===== config.mk =====
export PLATFORM = sky130hd
export DESIGN_NAME = usb_rob_sched
export DESIGN_NICKNAME = d
export VERILOG_FILES = /design/src/rtl/pygmy_cfg.sv /design/src/rtl/pygmy_intf_typedef.sv /design/src/rtl/usb_rob_tid_table.sv /design/src/rtl/usb_rob_sched.sv
export SDC_FILE = /design/constraint.sdc
export NUM_CORES = 1
export LEC_CHECK = 0
export ABC_AREA = 1
export BUFFER_PORTS_ARGS = -buffer_cell sky130_fd_sc_hd__buf_2
export CORE_AREA = 2 2 250 252
export CTS_BUF_LIST = sky130_fd_sc_hd__clkbuf_4 sky130_fd_sc_hd__clkbuf_8 sky130_fd_sc_hd__clkbuf_16
export DETAILED_ROUTE_END_ITERATION = 12
export DIE_AREA = 0 0 252 254
export SLEW_MARGIN = 20
export SYNTH_ARGS = -nofsm -noshare
export SYNTH_HDL_FRONTEND = slang
export SYNTH_SLANG_ARGS = --single-unit

===== constraint.sdc =====
create_clock -name clk -period 3.3 [get_ports clk]
set_input_delay 0.33 -clock clk [delete_from_list [all_inputs] [get_ports clk]]
set_output_delay 0.33 -clock clk [all_outputs]
set_load 0.01 [all_outputs]

===== src/rtl/pygmy_cfg.sv =====
`default_nettype none
// ============================================================================
// Package     : pygmy_cfg
// Description : Build-time configuration for the USB request scheduler.
//               USB_ROB_TID_W     - tracking-table index width (2**W entries)
//               USB_ROB_MAX_OUTST - outstanding transactions per requester
// Revision    : 1.0 - initial release
// ============================================================================
package pygmy_cfg;
    localparam int USB_ROB_TID_W     = 4;
    localparam int USB_ROB_MAX_OUTST = 4;
endpackage : pygmy_cfg
`default_nettype wire


===== src/rtl/pygmy_intf_typedef.sv =====
`default_nettype none
// ============================================================================
// Package     : pygmy_intf_typedef
// Description : CPU <-> cache interface payload types and the scheduler's
//               tracking-table entry type.
// Revision    : 1.0 - initial release
// ============================================================================
package pygmy_intf_typedef;
    localparam int CPU_TID_W   = 6;
    localparam int SRC_W       = 3;
    localparam int NOC_ID_W    = 2;
    localparam int PADDR_W     = 40;
    localparam int CPU_DATA_W  = 64;
    localparam int CPU_MASK_W  = 8;

    typedef enum logic [1:0] {
        CPU_REQ_LOAD  = 2'd0,
        CPU_REQ_STORE = 2'd1,
        CPU_REQ_AMO   = 2'd2,
        CPU_REQ_FLUSH = 2'd3
    } cpu_req_type_e;

    typedef struct packed {
        logic [NOC_ID_W-1:0]  cpu_noc_id;
        logic [SRC_W-1:0]     src;
        logic [CPU_TID_W-1:0] tid;
    } cpu_cache_if_tid_t;

    typedef struct packed {
        cpu_cache_if_tid_t     req_tid;
        cpu_req_type_e         req_type;
        logic [PADDR_W-1:0]    paddr;
        logic [CPU_DATA_W-1:0] data;
        logic [CPU_MASK_W-1:0] mask;
    } cpu_cache_if_req_t;

    typedef struct packed {
        cpu_cache_if_tid_t     resp_tid;
        logic [CPU_DATA_W-1:0] data;
        logic [CPU_MASK_W-1:0] mask;
    } cpu_cache_if_resp_t;

    // One tracking-table slot: issuer index and the issuer's own tid.
    typedef struct packed {
        logic              valid;
        logic [SRC_W-1:0]  src;
        cpu_cache_if_tid_t orig_tid;
    } usb_rob_ent_t;
endpackage : pygmy_intf_typedef
`default_nettype wire


===== src/rtl/usb_rob_tid_table.sv =====
`default_nettype none
// ============================================================================
// Module      : usb_rob_tid_table
// Description : Transaction tracking table. Holds 2**TID_W entries, reports
//               the lowest free index (from registered valid bits only),
//               writes an entry on allocation and exposes a lookup/clear port.
// Ports       : clk, rst          - clock, synchronous active-high reset
//               i_alloc_*         - write entry i_alloc_idx
//               o_free_avail/idx  - any free entry / lowest free index
//               i_lookup_idx      - entry read (combinational) and clear index
//               o_lookup_ent      - entry at i_lookup_idx
//               i_clr_en          - invalidate entry i_lookup_idx
// Revision    : 1.0 - initial release
// ============================================================================
module usb_rob_tid_table
    import pygmy_intf_typedef::*;
#(
    parameter int TID_W = 4
) (
    input  wire logic              clk,
    input  wire logic              rst,
    input  wire logic              i_alloc_en,
    input  wire logic [TID_W-1:0]  i_alloc_idx,
    input  wire logic [SRC_W-1:0]  i_alloc_src,
    input  cpu_cache_if_tid_t      i_alloc_tid,
    output logic                   o_free_avail,
    output logic [TID_W-1:0]       o_free_idx,
    input  wire logic [TID_W-1:0]  i_lookup_idx,
    output usb_rob_ent_t           o_lookup_ent,
    input  wire logic              i_clr_en
);
    localparam int c_n_ent = 2 ** TID_W;

    usb_rob_ent_t r_ent [c_n_ent];

    // Descending scan so the lowest free index wins.
    always_comb begin
        o_free_avail = 1'b0;
        o_free_idx   = '0;
        for (int i = c_n_ent - 1; i >= 0; i--) begin
            if (!r_ent[i].valid) begin
                o_free_avail = 1'b1;
                o_free_idx   = TID_W'(i);
            end
        end
    end

    assign o_lookup_ent = r_ent[i_lookup_idx];

    // Alloc targets a free slot and clear targets a live one, so the two
    // writes never hit the same entry.
    always_ff @(posedge clk) begin
        if (rst) begin
            for (int i = 0; i < c_n_ent; i++) begin
                r_ent[i] <= '0;
            end
        end else begin
            if (i_alloc_en) begin
                r_ent[i_alloc_idx] <= '{valid: 1'b1, src: i_alloc_src, orig_tid: i_alloc_tid};
            end
            if (i_clr_en) begin
                r_ent[i_lookup_idx].valid <= 1'b0;
            end
        end
    end
endmodule : usb_rob_tid_table
`default_nettype wire


===== src/rtl/usb_rob_sched.sv =====
`default_nettype none
// ============================================================================
// Module      : usb_rob_sched
// Description : Schedules N_REQ USB-side requesters onto one cache port.
//               Round-robin arbitration with per-requester credit limits,
//               tracking-table tid allocation, and response routing back to
//               the issuer with its original req_tid restored.
// Ports       : clk, rst                       - clock, sync active-high reset
//               cpu_if_req_valid/req/ready     - upstream request channels
//               cpu_if_resp_valid/resp/ready   - upstream response channels
//               cache_if_req_valid/req/ready   - downstream request
//               cache_if_resp_valid/resp/ready - downstream response
//               outst_cnt                      - live table entries
//               err_unexp_resp                 - pulse: response to dead tid
// Revision    : 1.0 - initial release
// ============================================================================
module usb_rob_sched
    import pygmy_cfg::*;
    import pygmy_intf_typedef::*;
#(
    parameter int N_REQ     = 2,
    parameter int TID_W     = USB_ROB_TID_W,
    parameter int MAX_OUTST = USB_ROB_MAX_OUTST
) (
    input  wire logic                     clk,
    input  wire logic                     rst,
    input  wire logic [N_REQ-1:0]         cpu_if_req_valid,
    input  cpu_cache_if_req_t [N_REQ-1:0] cpu_if_req,
    output logic [N_REQ-1:0]              cpu_if_req_ready,
    output logic [N_REQ-1:0]              cpu_if_resp_valid,
    output cpu_cache_if_resp_t [N_REQ-1:0] cpu_if_resp,
    input  wire logic [N_REQ-1:0]         cpu_if_resp_ready,
    output logic                          cache_if_req_valid,
    output cpu_cache_if_req_t             cache_if_req,
    input  wire logic                     cache_if_req_ready,
    input  wire logic                     cache_if_resp_valid,
    input  cpu_cache_if_resp_t            cache_if_resp,
    output logic                          cache_if_resp_ready,
    output logic [TID_W:0]                outst_cnt,
    output logic                          err_unexp_resp
);
    localparam int c_ptr_w = (N_REQ > 1) ? $clog2(N_REQ) : 1;
    localparam int c_cnt_w = $clog2(MAX_OUTST + 1);

    logic [c_ptr_w-1:0]              r_rr_ptr;
    logic [N_REQ-1:0][c_cnt_w-1:0]   r_cnt;
    logic                            r_lock;
    logic [c_ptr_w-1:0]              r_lock_grant;
    logic [TID_W-1:0]                r_lock_tid;
    logic [TID_W:0]                  r_outst_cnt;
    logic                            r_err_unexp;

    logic                            w_free_avail;
    logic [TID_W-1:0]                w_free_idx;
    usb_rob_ent_t                    w_ent;
    logic [N_REQ-1:0]                w_elig;
    logic                            w_arb_found;
    logic [c_ptr_w-1:0]              w_arb_idx;
    logic [c_ptr_w-1:0]              w_grant_idx;
    logic [TID_W-1:0]                w_alloc_idx;
    logic                            w_req_hs;
    logic [TID_W-1:0]                w_resp_idx;
    logic                            w_resp_hs;
    logic                            w_resp_drop;
    logic [N_REQ-1:0]                w_inc;
    logic [N_REQ-1:0]                w_dec;

    usb_rob_tid_table #(
        .TID_W (TID_W)
    ) u_tid_table (
        .clk          (clk),
        .rst          (rst),
        .i_alloc_en   (w_req_hs),
        .i_alloc_idx  (w_alloc_idx),
        .i_alloc_src  (SRC_W'(w_grant_idx)),
        .i_alloc_tid  (cpu_if_req[w_grant_idx].req_tid),
        .o_free_avail (w_free_avail),
        .o_free_idx   (w_free_idx),
        .i_lookup_idx (w_resp_idx),
        .o_lookup_ent (w_ent),
        .i_clr_en     (w_resp_hs)
    );

    // ---------------------------------------------------------------- arbiter
    for (genvar gi = 0; gi < N_REQ; gi++) begin : g_elig
        assign w_elig[gi] = cpu_if_req_valid[gi] && w_free_avail &&
                            (r_cnt[gi] < c_cnt_w'(MAX_OUTST));
    end

    always_comb begin
        w_arb_found = 1'b0;
        w_arb_idx   = '0;
        for (int k = 0; k < N_REQ; k++) begin
            if (!w_arb_found && w_elig[(int'(r_rr_ptr) + k) % N_REQ]) begin
                w_arb_found = 1'b1;
                w_arb_idx   = c_ptr_w'((int'(r_rr_ptr) + k) % N_REQ);
            end
        end
    end

    // A stalled request keeps its grant and tid even if a lower entry frees.
    assign w_grant_idx        = r_lock ? r_lock_grant : w_arb_idx;
    assign w_alloc_idx        = r_lock ? r_lock_tid : w_free_idx;
    assign cache_if_req_valid = r_lock | w_arb_found;
    assign w_req_hs           = cache_if_req_valid & cache_if_req_ready;

    always_comb begin
        cache_if_req                    = cpu_if_req[w_grant_idx];
        cache_if_req.req_tid.tid        = CPU_TID_W'(w_alloc_idx);
        cache_if_req.req_tid.src        = SRC_W'(w_grant_idx);
        cache_if_req.req_tid.cpu_noc_id = '0;
    end

    always_comb begin
        cpu_if_req_ready = '0;
        for (int i = 0; i < N_REQ; i++) begin
            cpu_if_req_ready[i] = cache_if_req_valid && cache_if_req_ready &&
                                  (w_grant_idx == c_ptr_w'(i));
        end
    end

    // -------------------------------------------------------- response route
    assign w_resp_idx = cache_if_resp.resp_tid.tid[TID_W-1:0];

    always_comb begin
        cpu_if_resp_valid   = '0;
        cpu_if_resp         = '0;
        cache_if_resp_ready = 1'b1;   // dead tids are swallowed
        if (w_ent.valid) begin
            for (int i = 0; i < N_REQ; i++) begin
                if (w_ent.src == SRC_W'(i)) begin
                    cpu_if_resp_valid[i]     = cache_if_resp_valid;
                    cpu_if_resp[i].resp_tid  = w_ent.orig_tid;
                    cpu_if_resp[i].data      = cache_if_resp.data;
                    cpu_if_resp[i].mask      = cache_if_resp.mask;
                    cache_if_resp_ready      = cpu_if_resp_ready[i];
                end
            end
        end
    end

    assign w_resp_hs   = cache_if_resp_valid & w_ent.valid & cache_if_resp_ready;
    assign w_resp_drop = cache_if_resp_valid & ~w_ent.valid;

    always_comb begin
        w_inc = '0;
        w_dec = '0;
        for (int i = 0; i < N_REQ; i++) begin
            w_inc[i] = w_req_hs && (w_grant_idx == c_ptr_w'(i));
            w_dec[i] = w_resp_hs && (w_ent.src == SRC_W'(i));
        end
    end

    // ------------------------------------------------------------ state regs
    always_ff @(posedge clk) begin
        if (rst) begin
            r_rr_ptr     <= '0;
            r_cnt        <= '0;
            r_lock       <= 1'b0;
            r_lock_grant <= '0;
            r_lock_tid   <= '0;
            r_outst_cnt  <= '0;
            r_err_unexp  <= 1'b0;
        end else begin
            r_err_unexp <= w_resp_drop;

            if (w_req_hs) begin
                r_lock   <= 1'b0;
                r_rr_ptr <= (w_grant_idx == c_ptr_w'(N_REQ - 1)) ? '0
                                                                   : w_grant_idx + 1'b1;
            end else if (cache_if_req_valid) begin
                r_lock       <= 1'b1;
                r_lock_grant <= w_grant_idx;
                r_lock_tid   <= w_alloc_idx;
            end

            for (int i = 0; i < N_REQ; i++) begin
                case ({w_inc[i], w_dec[i]})
                    2'b10:   r_cnt[i] <= r_cnt[i] + 1'b1;
                    2'b01:   r_cnt[i] <= r_cnt[i] - 1'b1;
                    default: r_cnt[i] <= r_cnt[i];
                endcase
            end

            case ({w_req_hs, w_resp_hs})
                2'b10:   r_outst_cnt <= r_outst_cnt + 1'b1;
                2'b01:   r_outst_cnt <= r_outst_cnt - 1'b1;
                default: r_outst_cnt <= r_outst_cnt;
            endcase
        end
    end

    assign outst_cnt      = r_outst_cnt;
    assign err_unexp_resp = r_err_unexp;
endmodule : usb_rob_sched
`default_nettype wire


==> results.tsv, run 1 <==
stage	metric	value	unit
timing	Slew @ Worst Pin	965	ps
critical_path	critical path fanouts, max	47	
power_and_ir_drop	Reg power frac	41.4	%
detailed_routing	DR iter-0 viols	1354	
detailed_routing	Post-Route WL	64.3	mm
yosys	Most used DFF post-synth	edfxtp_1	
timing	Slew Limit Fails	0	
detailed_routing	via count	13600	
critical_path	Worst setup EP type	primary output	
timing	Final Hold Vio Count	0	
placed_design	detailed-placement wirelength estimate	51.6	mm
power_and_ir_drop	leakage	8.80	nW
floorplan	die width	252	um
clock_tree	clock root buffer	clkbuf_16	
final_layout	layout cells sized above 1	35.4	%
timing	TNS Setup	0	ps
yosys	Synth Area in Compound Gates	11.0	%
grt	initial antenna violation count	13	
floorplan	number of top-level pins	644	
yosys	cells after synthesis	1581	
floorplan	Die Ht	254	um
yosys	syn avg cell area	8.10	sq um
grt	GRT Util Overall	18.5	%
clock_tree	clk slew on worst S/H paths	70	ps
yosys	post-synthesis cell type count	43	
power_and_ir_drop	power share of the clock group	32.5	%
clock_tree	clock buffer count from CTS	23	
clock_tree	Clock Latency Late Sink	530	ps
flow_run	max cap viols	0	
run_status	status	complete, no violations	
final_layout	commonest non-fill, non-tap cell in the layout	buf_2	
power_and_ir_drop	sw frac	31.7	%
clock_tree	CTS max path bufs	3	
timing	clk_skew	13.8	ps
grt	vias in the first global route	12600	
power_and_ir_drop	PnR Total Power	0.00793	W
yosys	mux share of post-synthesis cell area	1.94	%
power_and_ir_drop	Logic pwr share	26.1	%
critical_path	crit path DAT	2830	ps
power_and_ir_drop	Max VDD drop	0.360	mV
placed_design	GPL Wtd Cong	0.931	
floorplan	Starting Density	20.9	%
power_and_ir_drop	Int Power	0.00542	W
yosys	YS warnings	0	
critical_path	worst r2r src	u_tid_table.r_ent[13][12]$_SDFFE_PP0P_	
timing	Tmin final	3160	ps
floorplan	Rows	91	
detailed_routing	ANT nets after route	0	
hold_path	Hold Crit Class	in2reg	
critical_path	Critical Path RT	2970	ps
final_layout	fin nets	2554	
critical_path	worst setup path class	reg2out	
yosys	synthesis-stage register bit count	227	
placed_design	PortBufs	630	
grt	largest net degree at the start of global routing	116	
timing	max_slew headroom	35.6	%
timing	fin crit share	95.8	%
timing	f_max	0.316	GHz
floorplan	core region area	61300	sq um
power_and_ir_drop	P_sw	0.00251	W
clock_tree	htree depth	1	
yosys	register area share after synthesis	50.5	%
yosys	EDFF count, synth	192	
detailed_routing	iteration count of the initial detailed-routing pass	5	
critical_path	reg2reg path depth	16	
final_layout	Final Non-Filler Cells	3018	
yosys	simple-gate share of the synthesized area	27.1	%
yosys	largest family of logic cells by synthesized area	simple AND/OR/NAND/NOR gates	
critical_path	element type at the critical path start	register	
detailed_routing	residual DRC count	0	
power_and_ir_drop	cell area power density	445	nW/um^2
final_layout	synthesis-to-layout area growth	39.4	%
floorplan	die area	64000	sq um
detailed_routing	DR WL/cell	21.3	um
yosys	Cell Area, Synth	12800	sq um
hold_path	hold path startpoint	rst	
placed_design	placed cells	2964	
detailed_routing	via/cell ratio	4.52	
clock_tree	CTS Sinks	227	
final_layout	most frequent cells in the layout	630 x buf_2, 444 x nand2_1, 400 x nor2_1	
yosys	xor and xnor area share after synthesis	0.205	%
critical_path	Reg-to-Reg End	outst_cnt[4]$_SDFFE_PP0P_	
grt	gr ovfl total	0	
timing	final-report setup violation count	0	
placed_design	setup slack at placement	57.1	ps
grt	global-route wire length before repair	86.1	mm
yosys	Synth Area in Adders	1.06	%
critical_path	setup slack, reg-to-reg	320	ps
timing	PnR worst setup slack	138	ps
yosys	asr flop ratio synth	0	%
hold_path	Hold Path Stages	2	
hold_path	Hold EP	r_rr_ptr$_SDFFE_PP0P_	
clock_tree	CTS tree	built	
layer usage:
layer | global-route usage [%] | part of all wire (%) | wire length (um)
met1 | 23.9 | 40 | 26000
met2 | 30.6 | 48 | 30800
met3 | 4.77 | 9.3 | 5960
met4 | 5.02 | 2.2 | 1430
met5 | 0.772 | 0.23 | 149
cell families (layout without fill, tap and decap cells):
kind of cell,Yosys count,in the layout
flip-flops,227,227
other,1,13
XOR/XNOR,3,3
buffers and inverters,227,862
multiplexers,11,11
AND/OR/NAND/NOR,897,897
AO/OA/AOI/OAI,206,206
adder cells (fa/ha/maj),9,9
worst max path at each step:
stage               slack, ps                                    from  cells past startpoint                         to
finish                    140   u_tid_table.r_ent[1][12]$_SDFFE_PP0P_                     10            cpu_if_resp[94]
CTS                       0.7   u_tid_table.r_ent[3][12]$_SDFFE_PP0P_                     12           cache_if_req[24]
detailed placement         60                       cache_if_resp[72]                     22  outst_cnt[4]$_SDFFE_PP0P_
floorplan                 400                       cache_if_resp[73]                     21  outst_cnt[4]$_SDFFE_PP0P_
global placement           20                       cache_if_resp[72]                     22  outst_cnt[4]$_SDFFE_PP0P_
global route              -20  u_tid_table.r_ent[13][12]$_SDFFE_PP0P_                     12           cache_if_req[37]
power groups by stage:
stage	clock network, W	logic (W)	registers, W
final	0.00258	0.00207	0.00328
after global routing	0.00271	0.00225	0.00329
after CTS	0.00260	0.00204	0.00328
after detailed placement	0	0.00203	0.00334
after global placement	0	0.00203	0.00334
after floorplan	0	0.00102	0.00333
stage by stage:
step	util (%)	hold WS (ps)	area [sq um]
floorplan	-	422	12800
global placement	27.7	435	17000
detailed placement	27.7	443	17000
CTS	28.9	107	17700
global route	29.1	117	17800
finish	29.1	122	17800
synth_stat cells (11+ instances only):
cell type  instances  area share [%]
nand2_1          450              13
nor2_1           401              12
edfxtp_1         192              45
inv_1            103             3.0
a22oi_1           96             5.6
buf_2             51             2.0
a21oi_1           43             1.7
dfxtp_1           35             5.5
clkbuf_1          34             1.0
a21boi_0          22             1.3
o21ai_0           18            0.70
nand3_1           15            0.59
nand4_1           13            0.64
buf_4             12            0.70
a2111oi_0         11            0.75
mux2i_4           11             1.9
timing repair:
| action | 4_1_cts | 5_1_grt |
|---|---|---|
| setup endpoints to repair | 0 | 51 |
| hold buffers | 0 | 0 |
| setup buffers | 0 | 3 |
| resized for setup | 0 | 13 |
state kept, by name, summed over array words and instances, names as in the netlist:
register and cells:
r_lock_tid 4, outst_cnt 5, r_lock_grant 1, err_unexp_resp 1, r_lock 1, r_cnt 6
u_tid_table.r_ent 208, r_rr_ptr 1
worst max-delay path: stages (launching register included):
cell	delay (ps)
dfxtp_1	440
nor3_1	90
a21oi_1	130
o221ai_1	120
nand2_1	80
o211ai_1	90
a21oi_2	160
buf_4	170
nand2_4	280
nor2_1	510
buf_2	230
layout make-up:
class | instances | area (sq um)
antenna | 7 | 17.5
sequential | 227 | 6470
tap | 790 | 988
multi-input combinational | 1132 | 5350
clock inverter | 16 | 139
timing repair buffer | 706 | 3840
inverter | 114 | 433
clock buffer | 26 | 598
fill | 6710 | 43400
Note: power is estimated with default switching activity, not from simulation.
==> run 2, diff against run 1 <==
--- a/config.mk
+++ b/config.mk
@@ -8,7 +8,7 @@
 export ABC_AREA = 1
 export BUFFER_PORTS_ARGS = -buffer_cell sky130_fd_sc_hd__buf_2
 export CORE_AREA = 2 2 250 252
-export CTS_BUF_LIST = sky130_fd_sc_hd__clkbuf_4 sky130_fd_sc_hd__clkbuf_8 sky130_fd_sc_hd__clkbuf_16
+export CTS_BUF_LIST = sky130_fd_sc_hd__clkbuf_8
 export DETAILED_ROUTE_END_ITERATION = 12
 export DIE_AREA = 0 0 252 254
 export SLEW_MARGIN = 20
==> constraint.sdc (replaced) <==
create_clock -name clk -period 3.3 [get_ports clk]
set_input_delay 0.33 -clock clk [delete_from_list [all_inputs] [get_ports clk]]
set_output_delay 0.33 -clock clk [all_outputs]
set_load 0.02 [all_outputs]
==> run 2 against run 1 <==
Effect of this change: die area unchanged; register-to-register slack worse by 70 ps; global-route usage increased by 0.16 points; clock power down 12%; sequential power about the same; core utilization shrank 0.12 points; non-clock buffer count is 3 lower; sequential share of layout area rose by 0.15 points; critical endpoint is now cache_if_req[107]; largest power group unchanged; highest routed layer unchanged.
==> results.tsv, run 2 (synthesis gave the netlist of run 1 again) <==
stage	metric	value	unit
grt	GRT Util Overall	18.7	%
power_and_ir_drop	PnR Total Power	0.00790	W
placed_design	detailed-placement wirelength estimate	51.2	mm
critical_path	element type at the critical path start	register	
final_layout	max reg flops	208	
hold_path	hold path startpoint	rst	
clock_tree	clock buffer count from CTS	35	
detailed_routing	residual DRC count	0	
floorplan	number of top-level pins	644	
final_layout	Top reg by flops	u_tid_table.r_ent	
critical_path	worst r2r src	u_tid_table.r_ent[3][12]$_SDFFE_PP0P_	
placed_design	placed cells	2963	
floorplan	Die Ht	254	um
critical_path	worst setup path class	reg2out	
power_and_ir_drop	cell area power density	444	nW/um^2
power_and_ir_drop	P_sw	0.00278	W
final_layout	synthesis-to-layout area growth	38.8	%
placed_design	DP Area	16900	sq um
clock_tree	CTS Sinks	227	
floorplan	Rows	91	
timing	Slew Limit Fails	0	
timing	RSZ-0062 raised after global routing	no	
detailed_routing	via/cell ratio	4.50	
power_and_ir_drop	leakage	8.82	nW
power_and_ir_drop	sw frac	35.3	%
detailed_routing	DR WL/cell	21.3	um
grt	vias in the first global route	12500	
final_layout	final instance area	17800	sq um
final_layout	final core occ	29.0	%
floorplan	die area	64000	sq um
floorplan	die width	252	um
timing	Final Hold Vio Count	0	
timing	f_max	0.321	GHz
power_and_ir_drop	Reg power frac	41.6	%
power_and_ir_drop	Max VDD drop	0.220	mV
timing	Tmin final	3120	ps
detailed_routing	via count	13600	
timing	clk_skew	42.2	ps
detailed_routing	ANT nets after route	0	
critical_path	Critical Path RT	2970	ps
critical_path	crit path DAT	2790	ps
power_and_ir_drop	Logic pwr share	29.8	%
clock_tree	clk slew on worst S/H paths	60	ps
grt	initial antenna violation count	11	
final_layout	most frequent cells in the layout	630 x buf_2, 446 x nand2_1, 400 x nor2_1	
final_layout	Final Non-Filler Cells	3031	
grt	global-route wire length before repair	86.5	mm
run_status	status	complete, no violations	
final_layout	commonest non-fill, non-tap cell in the layout	buf_2	
critical_path	CP startpoint	u_tid_table.r_ent[3][12]$_SDFFE_PP0P_	
clock_tree	CTS tree	built	
timing	max_slew headroom	42.3	%
final_layout	fin nets	2563	
detailed_routing	iteration count of the initial detailed-routing pass	5	
detailed_routing	Post-Route WL	64.7	mm
timing	final-report setup violation count	0	
flow_run	max cap viols	0	
timing	Slew @ Worst Pin	843	ps
clock_tree	htree depth	2	
grt	largest net degree at the start of global routing	84	
timing	fin crit share	94.5	%
power_and_ir_drop	power share of the clock group	28.6	%
placed_design	PortBufs	630	
floorplan	core region area	61300	sq um
detailed_routing	DR iter-0 viols	1190	
hold_path	Hold Crit Class	in2reg	
grt	gr ovfl total	0	
floorplan	Starting Density	20.9	%
critical_path	critical path fanouts, max	29	
final_layout	number of fill cells	6701	
placed_design	GPL Wtd Cong	0.945	
clock_tree	Clock Latency Late Sink	560	ps
power_and_ir_drop	Int Power	0.00511	W
final_layout	layout cells sized above 1	35.1	%
clock_tree	clock root buffer	clkbuf_8	
timing	TNS Setup	0	ps
clock_tree	CTS max path bufs	3	
critical_path	Worst setup EP type	primary output	
[run 2: changes by cell type in the layout (fill, tap and decap cells not counted), moves of 3 or more]
cell,delta
inv_1,+16
clkbuf_16,-23
diode_2,-3
clkinv_1,-3
clkbuf_8,+38
buf_4,-5
clkinv_2,-5
clkbuf_4,-3
[run 2: worst paths after layout]
path                                     to  slack (ps)  depth (start not counted)
setup / recovery          cache_if_req[107]         180                         12
hold / removal    outst_cnt[0]$_SDFFE_PP0P_          90                          2
setup reg to reg  outst_cnt[4]$_SDFFE_PP0P_         250                         16
hold reg to reg       r_cnt[3]$_SDFFE_PP0P_         450                          1
[run 2: through the flow]
| step | hold slack [ps] | setup slack [ps] |
|---|---|---|
| floorplan | 422 | 369 |
| global placement | 435 | 48.7 |
| detailed placement | 442 | 18.3 |
| CTS | 64.5 | 5.80 |
| global route | 104 | 3.55 |
| finish | 91.2 | 180 |
[run 2: worst max-delay path, cell delays in order (launching register included)]
cell	delay, ps
dfxtp_1	400
nand2_1	110
nor3_2	250
nand4_1	160
nand3_1	120
nor2_1	40
o21ai_1	140
o21ai_4	150
clkinv_8	150
bufbuf_16	350
nand2_1	60
nand2_1	110
buf_2	190
[run 2: per-layer routing]
metal  routed length (um)  GRT usage (%)  share of wire (%)
met1                26600           24.1                 41
met2                31200           31.4                 48
met3                 5460           4.46                8.4
met4                 1350           4.56                2.1
met5                   65              0               0.10
[run 2: power groups by stage]
stage / clock network, W / registers [W] / logic (W)
5_1_grt: 0.00241 / 0.00329 / 0.00253
4_1_cts: 0.00231 / 0.00328 / 0.00233
2_1_floorplan: 0 / 0.00334 / 0.00128
6_report: 0.00226 / 0.00328 / 0.00236
3_3_place_gp: 0 / 0.00334 / 0.00229
3_5_place_dp: 0 / 0.00334 / 0.00229
[run 2: what timing repair did]
item                                   CTS  global route
endpoints found under the hold margin    0             0
setup buffers                            0             0
setup endpoints to repair               19           186
gates resized for setup                  6            13
gates cloned                             1             2
pin swaps                                0             1
hold buffers                             0             0
[run 2: layout make-up]
cell class / instances / area [sq um] / share of cell area [%]
diodes: 4 / 10.0 / 0.0563
clock buffers: 38 / 523 / 2.94
clock inverters: 23 / 135 / 0.760
inverters: 114 / 440 / 2.48
multi-input cells: 1132 / 5360 / 30.1
flip-flops and latches: 227 / 6470 / 36.4
well taps: 790 / 988 / 5.56
repair buffers: 703 / 3850 / 21.7
